==> config.mk <==
export PLATFORM = sky130hd
export DESIGN_NAME = cache_controller
export DESIGN_NICKNAME = d
export VERILOG_FILES = /design/src/rtl/cache_ctrl_pkg.sv /design/src/rtl/cache_ctrl_stats.sv /design/src/rtl/cache_controller.sv
export SDC_FILE = /design/constraint.sdc
export NUM_CORES = 1
export LEC_CHECK = 0
export CAP_MARGIN = 15
export CORE_AREA = 8 8 113 115
export CTS_BUF_LIST = sky130_fd_sc_hd__clkbuf_8
export DETAILED_ROUTE_END_ITERATION = 10
export DIE_AREA = 0 0 121 123
export GPL_TIMING_DRIVEN = 0
export PLACE_DENSITY_LB_ADDON = 0.3
export SETUP_SLACK_MARGIN = 0.02
export SLEW_MARGIN = 20
export SYNTH_ARGS = -nofsm -noshare
export SYNTH_HDL_FRONTEND = slang
export SYNTH_SLANG_ARGS = --single-unit
==> constraint.sdc <==
create_clock -name clk -period 4.7 [get_ports clk]
set_clock_uncertainty 0.05 [all_clocks]
set_input_delay 1.175 -clock clk [delete_from_list [all_inputs] [get_ports clk]]
set_output_delay 1.175 -clock clk [all_outputs]
set_load 0.02 [all_outputs]
==> src/rtl/cache_ctrl_pkg.sv <==
// Shared types, widths and address helpers for the MEM-stage data-cache front end.
// Line fetch word selection and BASE_ADDR-relative address slicing live here.
package cache_ctrl_pkg;

   localparam int unsigned AW  = 32;
   localparam int unsigned CAW = 19;
   localparam int unsigned SAW = 18;

   localparam logic [AW-1:0] BASE_ADDR_DEF = 32'd1024;

   typedef enum logic [2:0] {
      IDLE    = 3'd0,
      RD_WAIT = 3'd1,
      FILL    = 3'd2,
      WR_WAIT = 3'd3,
      WR_DONE = 3'd4
   } state_e;

   function automatic logic [AW-1:0] eff_addr(input logic [AW-1:0] a,
                                              input logic [AW-1:0] base);
      return a - base;
   endfunction

   function automatic logic [CAW-1:0] cache_slice(input logic [AW-1:0] e);
      return e[CAW-1:0];
   endfunction

   function automatic logic [SAW-1:0] sram_slice(input logic [AW-1:0] e);
      return e[SAW+2:3];
   endfunction

   function automatic logic [31:0] word_pick(input logic [63:0] line,
                                             input logic        sel);
      return sel ? line[63:32] : line[31:0];
   endfunction

endpackage

==> src/rtl/cache_ctrl_stats.sv <==
// Saturating hit/miss counter pair for the data-cache front end.
// Both counters clear on synchronous active-low reset and stick at all-ones.
module cache_ctrl_stats (
   input  logic        clk,
   input  logic        rst,
   input  logic        hit_i,
   input  logic        miss_i,
   output logic [31:0] hit_cnt_o,
   output logic [31:0] miss_cnt_o
);

   logic [31:0] hit_q, hit_d;
   logic [31:0] miss_q, miss_d;

   always_comb begin
      hit_d  = hit_q;
      miss_d = miss_q;
      if (hit_i && (hit_q != '1)) begin
         hit_d = hit_q + 32'd1;
      end
      if (miss_i && (miss_q != '1)) begin
         miss_d = miss_q + 32'd1;
      end
   end

   always_ff @(posedge clk) begin
      if (!rst) begin
         hit_q  <= '0;
         miss_q <= '0;
      end else begin
         hit_q  <= hit_d;
         miss_q <= miss_d;
      end
   end

   assign hit_cnt_o  = hit_q;
   assign miss_cnt_o = miss_q;

endmodule

==> src/rtl/cache_controller.sv <==
// MEM-stage front end for the 2-way data cache: write-through, no-write-allocate.
// Define CACHE_CTRL_STATS_EN to add saturating hit_cnt/miss_cnt outputs.
module cache_controller
   import cache_ctrl_pkg::*;
#(
   parameter logic [AW-1:0] BASE_ADDR = BASE_ADDR_DEF
) (
   input  logic            clk,
   input  logic            rst,
   input  logic            mem_r_en,
   input  logic            mem_w_en,
   input  logic [AW-1:0]   mem_addr,
   input  logic [31:0]     mem_wdata,
   output logic [31:0]     mem_rdata,
   output logic            ready,
   output logic [CAW-1:0]  cache_addr,
   output logic            cache_r_en,
   output logic            cache_w_en,
   output logic            cache_inv,
   output logic [31:0]     cache_wdata,
   input  logic            cache_hit,
   input  logic [31:0]     cache_rdata,
   output logic [SAW-1:0]  sram_addr,
   output logic            sram_r_en,
   output logic            sram_w_en,
   output logic [31:0]     sram_wdata,
   input  logic [63:0]     sram_rdata,
   input  logic            sram_ready
`ifdef CACHE_CTRL_STATS_EN
   ,
   output logic [31:0]     hit_cnt,
   output logic [31:0]     miss_cnt
`endif
);

   state_e        state_q, state_d;
   logic [31:0]   line_q, line_d;
   logic [AW-1:0] eff;
   logic          unused_eff;

   assign eff        = eff_addr(mem_addr, BASE_ADDR);
   assign unused_eff = ^{eff[AW-1:SAW+3], eff[1:0]};

   always_comb begin
      state_d    = state_q;
      line_d     = line_q;
      ready      = 1'b1;
      mem_rdata  = cache_rdata;
      cache_r_en = 1'b0;
      cache_w_en = 1'b0;
      cache_inv  = 1'b0;
      sram_r_en  = 1'b0;
      sram_w_en  = 1'b0;
      unique case (state_q)
         IDLE: begin
            if (mem_w_en) begin
               ready      = 1'b0;
               cache_r_en = 1'b1;
               cache_inv  = cache_hit;
               state_d    = WR_WAIT;
            end else if (mem_r_en) begin
               cache_r_en = 1'b1;
               if (!cache_hit) begin
                  ready   = 1'b0;
                  state_d = RD_WAIT;
               end
            end
         end
         RD_WAIT: begin
            ready     = 1'b0;
            sram_r_en = 1'b1;
            if (sram_ready) begin
               line_d  = word_pick(sram_rdata, eff[2]);
               state_d = FILL;
            end
         end
         FILL: begin
            cache_w_en = 1'b1;
            mem_rdata  = line_q;
            state_d    = IDLE;
         end
         WR_WAIT: begin
            ready     = 1'b0;
            sram_w_en = 1'b1;
            if (sram_ready) begin
               state_d = WR_DONE;
            end
         end
         WR_DONE: begin
            state_d = IDLE;
         end
         default: begin
            state_d = IDLE;
         end
      endcase
   end

   always_ff @(posedge clk) begin
      if (!rst) begin
         state_q <= IDLE;
         line_q  <= '0;
      end else begin
         state_q <= state_d;
         line_q  <= line_d;
      end
   end

   assign cache_addr  = cache_slice(eff);
   assign sram_addr   = sram_slice(eff);
   assign cache_wdata = line_q;
   assign sram_wdata  = mem_wdata;

`ifdef CACHE_CTRL_STATS_EN
   logic st_hit, st_miss;

   // Only reads started from IDLE count; stores take priority over loads.
   assign st_hit  = (state_q == IDLE) && mem_r_en && !mem_w_en && cache_hit;
   assign st_miss = (state_q == IDLE) && mem_r_en && !mem_w_en && !cache_hit;

   cache_ctrl_stats u_stats (
      .clk        (clk),
      .rst        (rst),
      .hit_i      (st_hit),
      .miss_i     (st_miss),
      .hit_cnt_o  (hit_cnt),
      .miss_cnt_o (miss_cnt)
   );
`endif

endmodule
# After elaboration in Yosys (flattened, before gate mapping)
# Cells that the tools add are included.
dict set report op_classes {
  n_mux 20
  n_eq_ne 7
  n_reduce_logical 4
  addsub 1
}
# cell count
set ops {}
lappend ops {{$mux 32} 2}
lappend ops {{$sub 21x11->21 const B} 1}
lappend ops {{$mux 3} 5}
lappend ops {{$mux 1} 11}
lappend ops {{$pmux 3 s3} 1}
lappend ops {{$eq 3x2->1 const B} 2}
lappend ops {{$ne 3x3->1 const B} 2}
lappend ops {{$ne 2x2->1 const B} 2}
lappend ops {{$reduce_and 4->1} 1}
lappend ops {{$eq 3x1->1 const B} 1}
lappend ops {{$logic_not 3->1} 1}
lappend ops {{$pmux 1 s2} 1}
lappend ops {{$reduce_and 2->1} 1}
lappend ops {{$reduce_or 2->1} 1}
dict set report totals {
  in_bits 166
  reg_bits 35
  out_inout_bits 139
  wordCells 34
}

# Depth between registers and ports, before layout
# Gate-level depths: netlist of the first run.
dict set report logic_depth {
  depth_word 4
  mapped_depth 6
  depth_no_buf 5
}

# Worst setup path after synthesis of the first run
# OpenSTA, ideal clock, no wires.
dict set report synth_path {
  path_type {input to output}
  from {input port mem_addr[10]}
  to {output port sram_addr[15]}
  n_path_buf 1
  path_stages 6
  t_arrival_ps 2534
  setup_slack_ps 941
  required_time_ps 3475
  cell_sequence {inv_1 > ha_1 > nand2b_1 > nor3b_1 > xor2_1 > buf_4}
}
dict set report synth_via {
  elab_chain_len 1
}
# element line
set synth_lines {}
lappend synth_lines {{from (decl)} cache_controller.sv:12} ;# input logic [AW-1:0] mem_addr,
lappend synth_lines {{$sub 21x11->21} cache_ctrl_pkg.sv:21} ;# return a - base;
lappend synth_lines {{to (decl)} cache_controller.sv:23} ;# output logic [SAW-1:0] sram_addr,
# Every way passes these cells.

# Worst setup path in the final report of the first run
dict set report layout_path {
  from {input port mem_addr[15]}
  to {output port sram_addr[15]}
}
# The elaborated chain is that of the path after synthesis.

==> results.txt, run 1 <==
----------------------------------------------------
[Synth]
  Post-synthesis instance area ... 2780 µm²
  Post-synthesis register bit count ... 35
  Yosys warning total ... 0
  Number of cells produced by synthesis ... 287
  Prevailing post-synth register cell ... dfxtp_1
  Synthesized netlist net count ... 454
  Post-synth ARST share ... 0%
  Average size of a mapped cell ... 9.67 µm²
  Top-area cell type share of the netlist area ... 25.2%
  Number of library cell types mapped by synthesis ... 32
  Portion of the post-synthesis area used by sequential elements ... 25.2%
  Post-synth EDFFs ... 0
  Largest area contributor in the netlist ... dfxtp_1
  Dominant cells by area after synthesis ... dfxtp_1, buf_4, mux2i_1

[Clock network]
  H-tree levels ... 2
  Clock transition time at the flip-flop clock pins of the worst setup and hold paths ... 80 ps
  Clock Sinks ... 35
  Clock Root Buffer ... clkbuf_8
  TritonCTS Buffers ... 5
  Number of buffers inserted by hold repair at cts ... 0
  CTS tree ... done
  Max Buffers Root-to-Sink ... 2
  Skew-Pair Late Insertion Delay ... 280 ps

[Routing]
  Routed vias/inst ... 4.36
  Total number of vias ... 3001
  Post-detailed-route DRC marker count ... 0
  Detailed Route Iter0 Violations ... 37
  Number of nets with antenna violations after detailed routing ... 0
  Routed wirelength normalized by instance count ... 17.7 µm
  Pre-Repair DR Iteration Count ... 4
  Total wirelength of the detailed-routed design ... 12200 µm

[Timing]
  Period minus WS final ... 4520 ps
  Worst setup margin ... 177 ps
  Endpoints failing hold ... 0
  Relative slew slack ... 61.3%
  Peak clock frequency supported by timing ... 0.221 GHz
  Setup-failing EPs final ... 0
  Setup total negative slack ... 0 ps
  RSZ-0062 raised after global routing ... no
  Part of the cycle the worst path needs ... 96.2%
  Worst hold slack ... 480 ps
  Slew Limit Fails ... 0
  Slew @ Worst Pin ... 580 ps

[Outcome]
  Run status ... finished clean

[Global routing]
  Via count of the first global-routing pass ... 3291
  Global-route total usage across every layer ... 14.9%
  First-pass GRT wire length ... 17400 µm
  Grt ovf ... 0
  Antenna violations before repair ... 0
  Pin count of the biggest net entering global routing ... 12

[Die]
  Effective utilization at floorplan ... 25.1%
  Die boundary width ... 121 µm
  Placeable core region ... 11100 µm²
  Cell Rows ... 39
  I/O pins ... 305
  Die Footprint ... 14900 µm²
  Height of the chip ... 123 µm

[Cells and area]
  Multi-input gate area in the final layout ... 1470 µm²
  Most common library cell in the layout ignoring fill and taps ... clkdlybuf4s50_1
  Filler instances ... 1033
  Area used by sequential logic in the layout ... 701 µm²
  Ant. Diodes ... 0
  Share of post-route cells with drive strength above 1 ... 21.3%
  Relative area change from synthesis to final layout ... 101%
  Final nets ... 711
  Commonest non-fill, non-tap cells in the layout ... clkdlybuf4s50_1, buf_4, dfxtp_1

[Power and ir drop]
  Pwr dens ... 219 nW/µm²
  Static leakage ... 2.65 nW
  Net Sw Frac ... 31.6%
  Fraction of power consumed by combinational cells ... 48.9%
  Peak ir drop on the vdd network ... 114 µV
  Clock network fraction of design power ... 23.6%
  Internal power ... 0.000837 W
  Flop pwr share ... 27.5%
  Net switching power ... 0.000386 W

[Critical path]
  CP cell instances ... clkdlybuf4s50_1, nor4_4, nor3b_1, xor2_1, buf_4, clkdlybuf4s50_1
  Highest-delay cell along the critical path ... clkdlybuf4s50_1
  Category of the worst setup path launch point ... input port
  Worst EP required ... 3470 ps
  Critical path buffers and inverters ... 3
  Arrival @ worst endpoint ... 3300 ps
  Kind of cell adding the most delay to the critical path ... buffers and inverters
  Critical Path End Type ... output pin
  Most Frequent Cell on Critical Path ... clkdlybuf4s50_1
  Top fanout value on the critical path ... 4
  Largest incremental delay on the critical path ... 590 ps
  Worst setup path category ... input port to output pin

[Placed design]
  Setup WS pre-CTS ... 80.6 ps
  Final weighted congestion in routability-driven placement ... 0.743
  # port buffers ... 250
  Estimated wirelength of the detail-placed design ... 10500 µm

[Min path]
  Class of the most critical hold timing path ... flop to flop

[Job]
  MaxCap Viol Count ... 0

----------------------------------------------------
## cell usage after synthesis, drive strengths merged (2+ instances only)
cell / count
nand3: 2
dfxtp: 35
buf: 75
nand2: 34
mux2: 32
nor2: 5
nor3: 2
xnor2: 4
clkbuf: 3
a21oi: 2
nor3b: 4
o211a: 32
mux2i: 32
nand2b: 4
xor2: 6
inv: 4
nor4: 2
and3: 2
## power groups by stage
stage / Combinational, W / Sequential (W) / Clock (W)
2_1_floorplan: 0.000279 / 0.000363 / 0
3_3_place_gp: 0.000600 / 0.000343 / 0
3_5_place_dp: 0.000606 / 0.000344 / 0
4_1_cts: 0.000608 / 0.000337 / 0.000303
5_1_grt: 0.000634 / 0.000340 / 0.000309
6_report: 0.000598 / 0.000337 / 0.000288
## layout make-up
class | instances | area share [%]
clock buffers | 6 | 1.48
inverters | 4 | 0.269
clock inverters | 2 | 0.627
repair buffers | 250 | 44.8
multi-input cells | 170 | 26.4
well taps | 143 | 3.20
plain buffers | 78 | 10.7
flip-flops and latches | 35 | 12.5
## final timing paths
kind,startpoint,endpoint,slack (ps),cells after the start
max,mem_addr[15],sram_addr[15],180,6
min,cache_wdata[2],cache_wdata[2],480,1
max reg2reg,state_q[0],cache_wdata[23],3240,6
min reg2reg,cache_wdata[2],cache_wdata[2],480,1
## flip-flops by register name, summed over array words and instances (netlist names)
signal / flops
cache_wdata: 32
state_q: 3
## metrics by stage
step / instances / cell area [µm²] / total power, W / utilization [%]
after global placement: 680 / 5460 / 0.000943 / 49.3
after detailed placement: 680 / 5460 / 0.000949 / 49.3
after global routing: 688 / 5580 / 0.00128 / 50.4
after CTS: 688 / 5580 / 0.00125 / 50.3
final: 688 / 5580 / 0.00122 / 50.4
after floorplan: 287 / 2780 / 0.000641 / -
## worst register-to-register path, stage by stage, from the launching register on
cell and delay [ps]:
dfxtp_1 300, buf_2 200, and4bb_2 260, buf_6 170
buf_6 160, nand2_1 80, o211a_1 130
## cell families (layout without fill, tap and decap cells)
group	Yosys count	after routing	share of synthesized area, %
flops	35	35	25.2
fa+ha+maj	1	1	0.451
buf+inv	82	340	22.0
mux	64	64	25.9
simple gates	57	57	10.3
xor+xnor	10	10	3.15
compound gates	38	38	13.0
## timing repair
action                                  4_1_cts  5_1_grt
endpoints found under the setup margin        0        1
resized for setup                             0        1
buffers inserted                              0        0
## layer usage
layer  part of all wire [%]  up-vias  global-route usage, %
met5                      0        -                      0
met4                   0.72        0                   3.20
met3                     13        7                   7.99
met2                     52      184                   29.1
met1                     34     1355                   13.2
li1                       -     1455                      -
Note: power is estimated with default switching activity, not from simulation.
==> inputs of run 2 (changes only) <==
- PLACE_DENSITY: not set -> 0.79
- PLACE_DENSITY_LB_ADDON: 0.3 -> not set
==> run 2 against run 1 <==
  * Routed wire length is 1.5% lower
  * Final area hardly changed
  * Utilization hardly changed
  * Count of clock-buffer cells in the layout stayed put
  * Final cell count stayed put
  * Clock power is 2% higher
  * Via count is 0.80% higher
  * Sequential cell count stayed put
  * Power is 0.46% higher
  * Critical path type unchanged
==> results.txt, run 2 (synthesized netlist as in run 1, its figures left out) <==
----------------------------------------------------
[Outcome]
  Run status ... finished clean

[Clock network]
  Number of buffers inserted by hold repair at cts ... 0 (unchanged)
  TritonCTS Buffers ... 5 (unchanged)
  Clock transition time at the flip-flop clock pins of the worst setup and hold paths ... 80 ps (about the same)
  Clock Root Buffer ... clkbuf_8
  Number of instances resized during post-cts repair ... 0 (unchanged)
  CTS tree ... done
  Skew-Pair Late Insertion Delay ... 270 ps (about the same)
  Clock Sinks ... 35 (unchanged)
  H-tree levels ... 2 (unchanged)
  Max Buffers Root-to-Sink ... 2 (unchanged)
  Setup bufs post-CTS ... 0 (unchanged)

[Routing]
  Number of nets with antenna violations after detailed routing ... 0 (unchanged)
  Routed wirelength normalized by instance count ... 17.4 µm (-1.5%)
  Routed vias/inst ... 4.40 (+0.80%)
  Post-detailed-route DRC marker count ... 0 (unchanged)
  Total wirelength of the detailed-routed design ... 12000 µm (-1.5%)
  Detailed Route Iter0 Violations ... 59 (+59%)
  Pre-Repair DR Iteration Count ... 4 (unchanged)
  Total number of vias ... 3025 (+0.80%)

[Power and ir drop]
  Pwr dens ... 220 nW/µm² (+0.55%)
  Peak ir drop on the vdd network ... 110 µV (-4.0%)
  Total Power Consumption ... 0.00123 W (+0.46%)
  Static leakage ... 2.64 nW (about the same)

[Global routing]
  Global-route total usage across every layer ... 14.9% (-0.018 points)
  Via count of the first global-routing pass ... 3390 (+3.0%)
  First-pass GRT wire length ... 17600 µm (+0.99%)
  Antenna violations before repair ... 0 (unchanged)
  Pin count of the biggest net entering global routing ... 13 (+1)
  Grt ovf ... 0 (unchanged)

[Cells and area]
  Commonest non-fill, non-tap cells in the layout ... clkdlybuf4s50_1, buf_4, dfxtp_1
  Filler instances ... 1014 (-1.8%)
  Max reg flops ... 32 (unchanged)
  Share of post-route cells with drive strength above 1 ... 21.3% (unchanged)
  Most common library cell in the layout ignoring fill and taps ... clkdlybuf4s50_1
  Ant. Diodes ... 0 (unchanged)
  Final nets ... 711 (unchanged)
  Finished Cell Area ... 5580 µm² (about the same)
  Relative area change from synthesis to final layout ... 101% (about the same)

[Critical path]
  Worst EP required ... 3470 ps (about the same)
  Most Frequent Cell on Critical Path ... clkdlybuf4s50_1
  Highest-delay cell along the critical path ... clkdlybuf4s50_1
  Arrival @ worst endpoint ... 3360 ps (+60 ps)
  CP cell instances ... clkdlybuf4s50_1, nor4_2, nor3b_1, xor2_1, buf_4, clkdlybuf4s50_1
  Top fanout value on the critical path ... 4 (unchanged)
  Largest incremental delay on the critical path ... 590 ps (about the same)
  Category of the worst setup path launch point ... input port
  Critical Path End Type ... output pin
  Worst setup path category ... input port to output pin

[Die]
  Cell Rows ... 39 (unchanged)
  Height of the chip ... 123 µm (unchanged)
  Placeable core region ... 11100 µm² (unchanged)
  Effective utilization at floorplan ... 25.1% (unchanged)
  Die Footprint ... 14900 µm² (unchanged)
  I/O pins ... 305 (unchanged)
  Die boundary width ... 121 µm (unchanged)

[Timing]
  Slew @ Worst Pin ... 545 ps (-35.6 ps)
  Relative slew slack ... 63.6% (+2.4 points)
  Peak clock frequency supported by timing ... 0.218 GHz (-1.3%)
  Worst setup margin ... 120 ps (-57.6 ps)
  Endpoints failing hold ... 0 (unchanged)
  Setup-failing EPs final ... 0 (unchanged)
  Period minus WS final ... 4580 ps (+57.6 ps)
  Slew Limit Fails ... 0 (unchanged)
  Setup total negative slack ... 0 ps (unchanged)
  RSZ-0062 raised after global routing ... no
  Part of the cycle the worst path needs ... 97.5% (+1.2 points)

[Placed design]
  Post-placement cell area ... 5460 µm² (unchanged)
  Final weighted congestion in routability-driven placement ... 0.768 (+3.4%)
  # port buffers ... 250 (unchanged)
  Estimated wirelength of the detail-placed design ... 10500 µm (+0.49%)
  Setup WS pre-CTS ... 119 ps (+38.4 ps)

[Job]
  MaxCap Viol Count ... 0 (unchanged)

[Min path]
  Class of the most critical hold timing path ... flop to flop

----------------------------------------------------
run 2: cell count changes in the layout (fill, tap and decap cells not counted):
cell	delta
inv_6	+1
nor4_4	-1
nor4_2	+1
clkinv_2	-1
run 2: through the flow:
step / cells / hold WS, ps / utilization [%]
after floorplan: 287 / 555 / -
after global placement: 680 / 459 / 49.3
after detailed placement: 680 / 466 / 49.3
after CTS: 688 / 488 / 50.4
after global routing: 688 / 515 / 50.4
final: 688 / 484 / 50.4
run 2: path summary, 6_finish.rpt:
check                  startpoint              end  slack (ps)  cells past startpoint
hold / removal    cache_wdata[16]  cache_wdata[16]         480                      1
setup reg to reg       state_q[0]  cache_wdata[26]        3250                      6
setup / recovery     mem_addr[14]    sram_addr[15]         120                      6
hold reg to reg   cache_wdata[16]  cache_wdata[16]         480                      1
run 2: power by group:
part           switching, W  leakage (nW)  total, W  internal [W]
clock network      0.000118        0.0618  0.000293      0.000175
logic              0.000254          2.30  0.000600      0.000346
registers         0.0000175         0.286  0.000336      0.000319
run 2: layer usage:
| metal | up-vias | GRT usage, % | share of wire (%) |
|---|---|---|---|
| li1 | 1455 | - | - |
| met1 | 1369 | 14.1 | 34 |
| met2 | 190 | 28.4 | 52 |
| met3 | 11 | 7.31 | 13 |
| met4 | 0 | 3.12 | 0.85 |
| met5 | - | 0 | 0 |
run 2: area by class of cell:
type / count / area, µm² / area share, %
inverter: 4 / 15.0 / 0.269
multi-input combinational: 170 / 1470 / 26.3
clock inverter: 2 / 38.8 / 0.695
tap: 143 / 179 / 3.21
timing repair buffer: 250 / 2500 / 44.9
buffer: 78 / 596 / 10.7
clock buffer: 6 / 82.6 / 1.48
sequential: 35 / 701 / 12.6
run 2: critical path, delay by kind of cell:
kind | cells | cell delay [ps]
xor gates and xnor gates | 1 | 240
buffers and inverters | 3 | 1250
and+or+nand+nor | 2 | 680
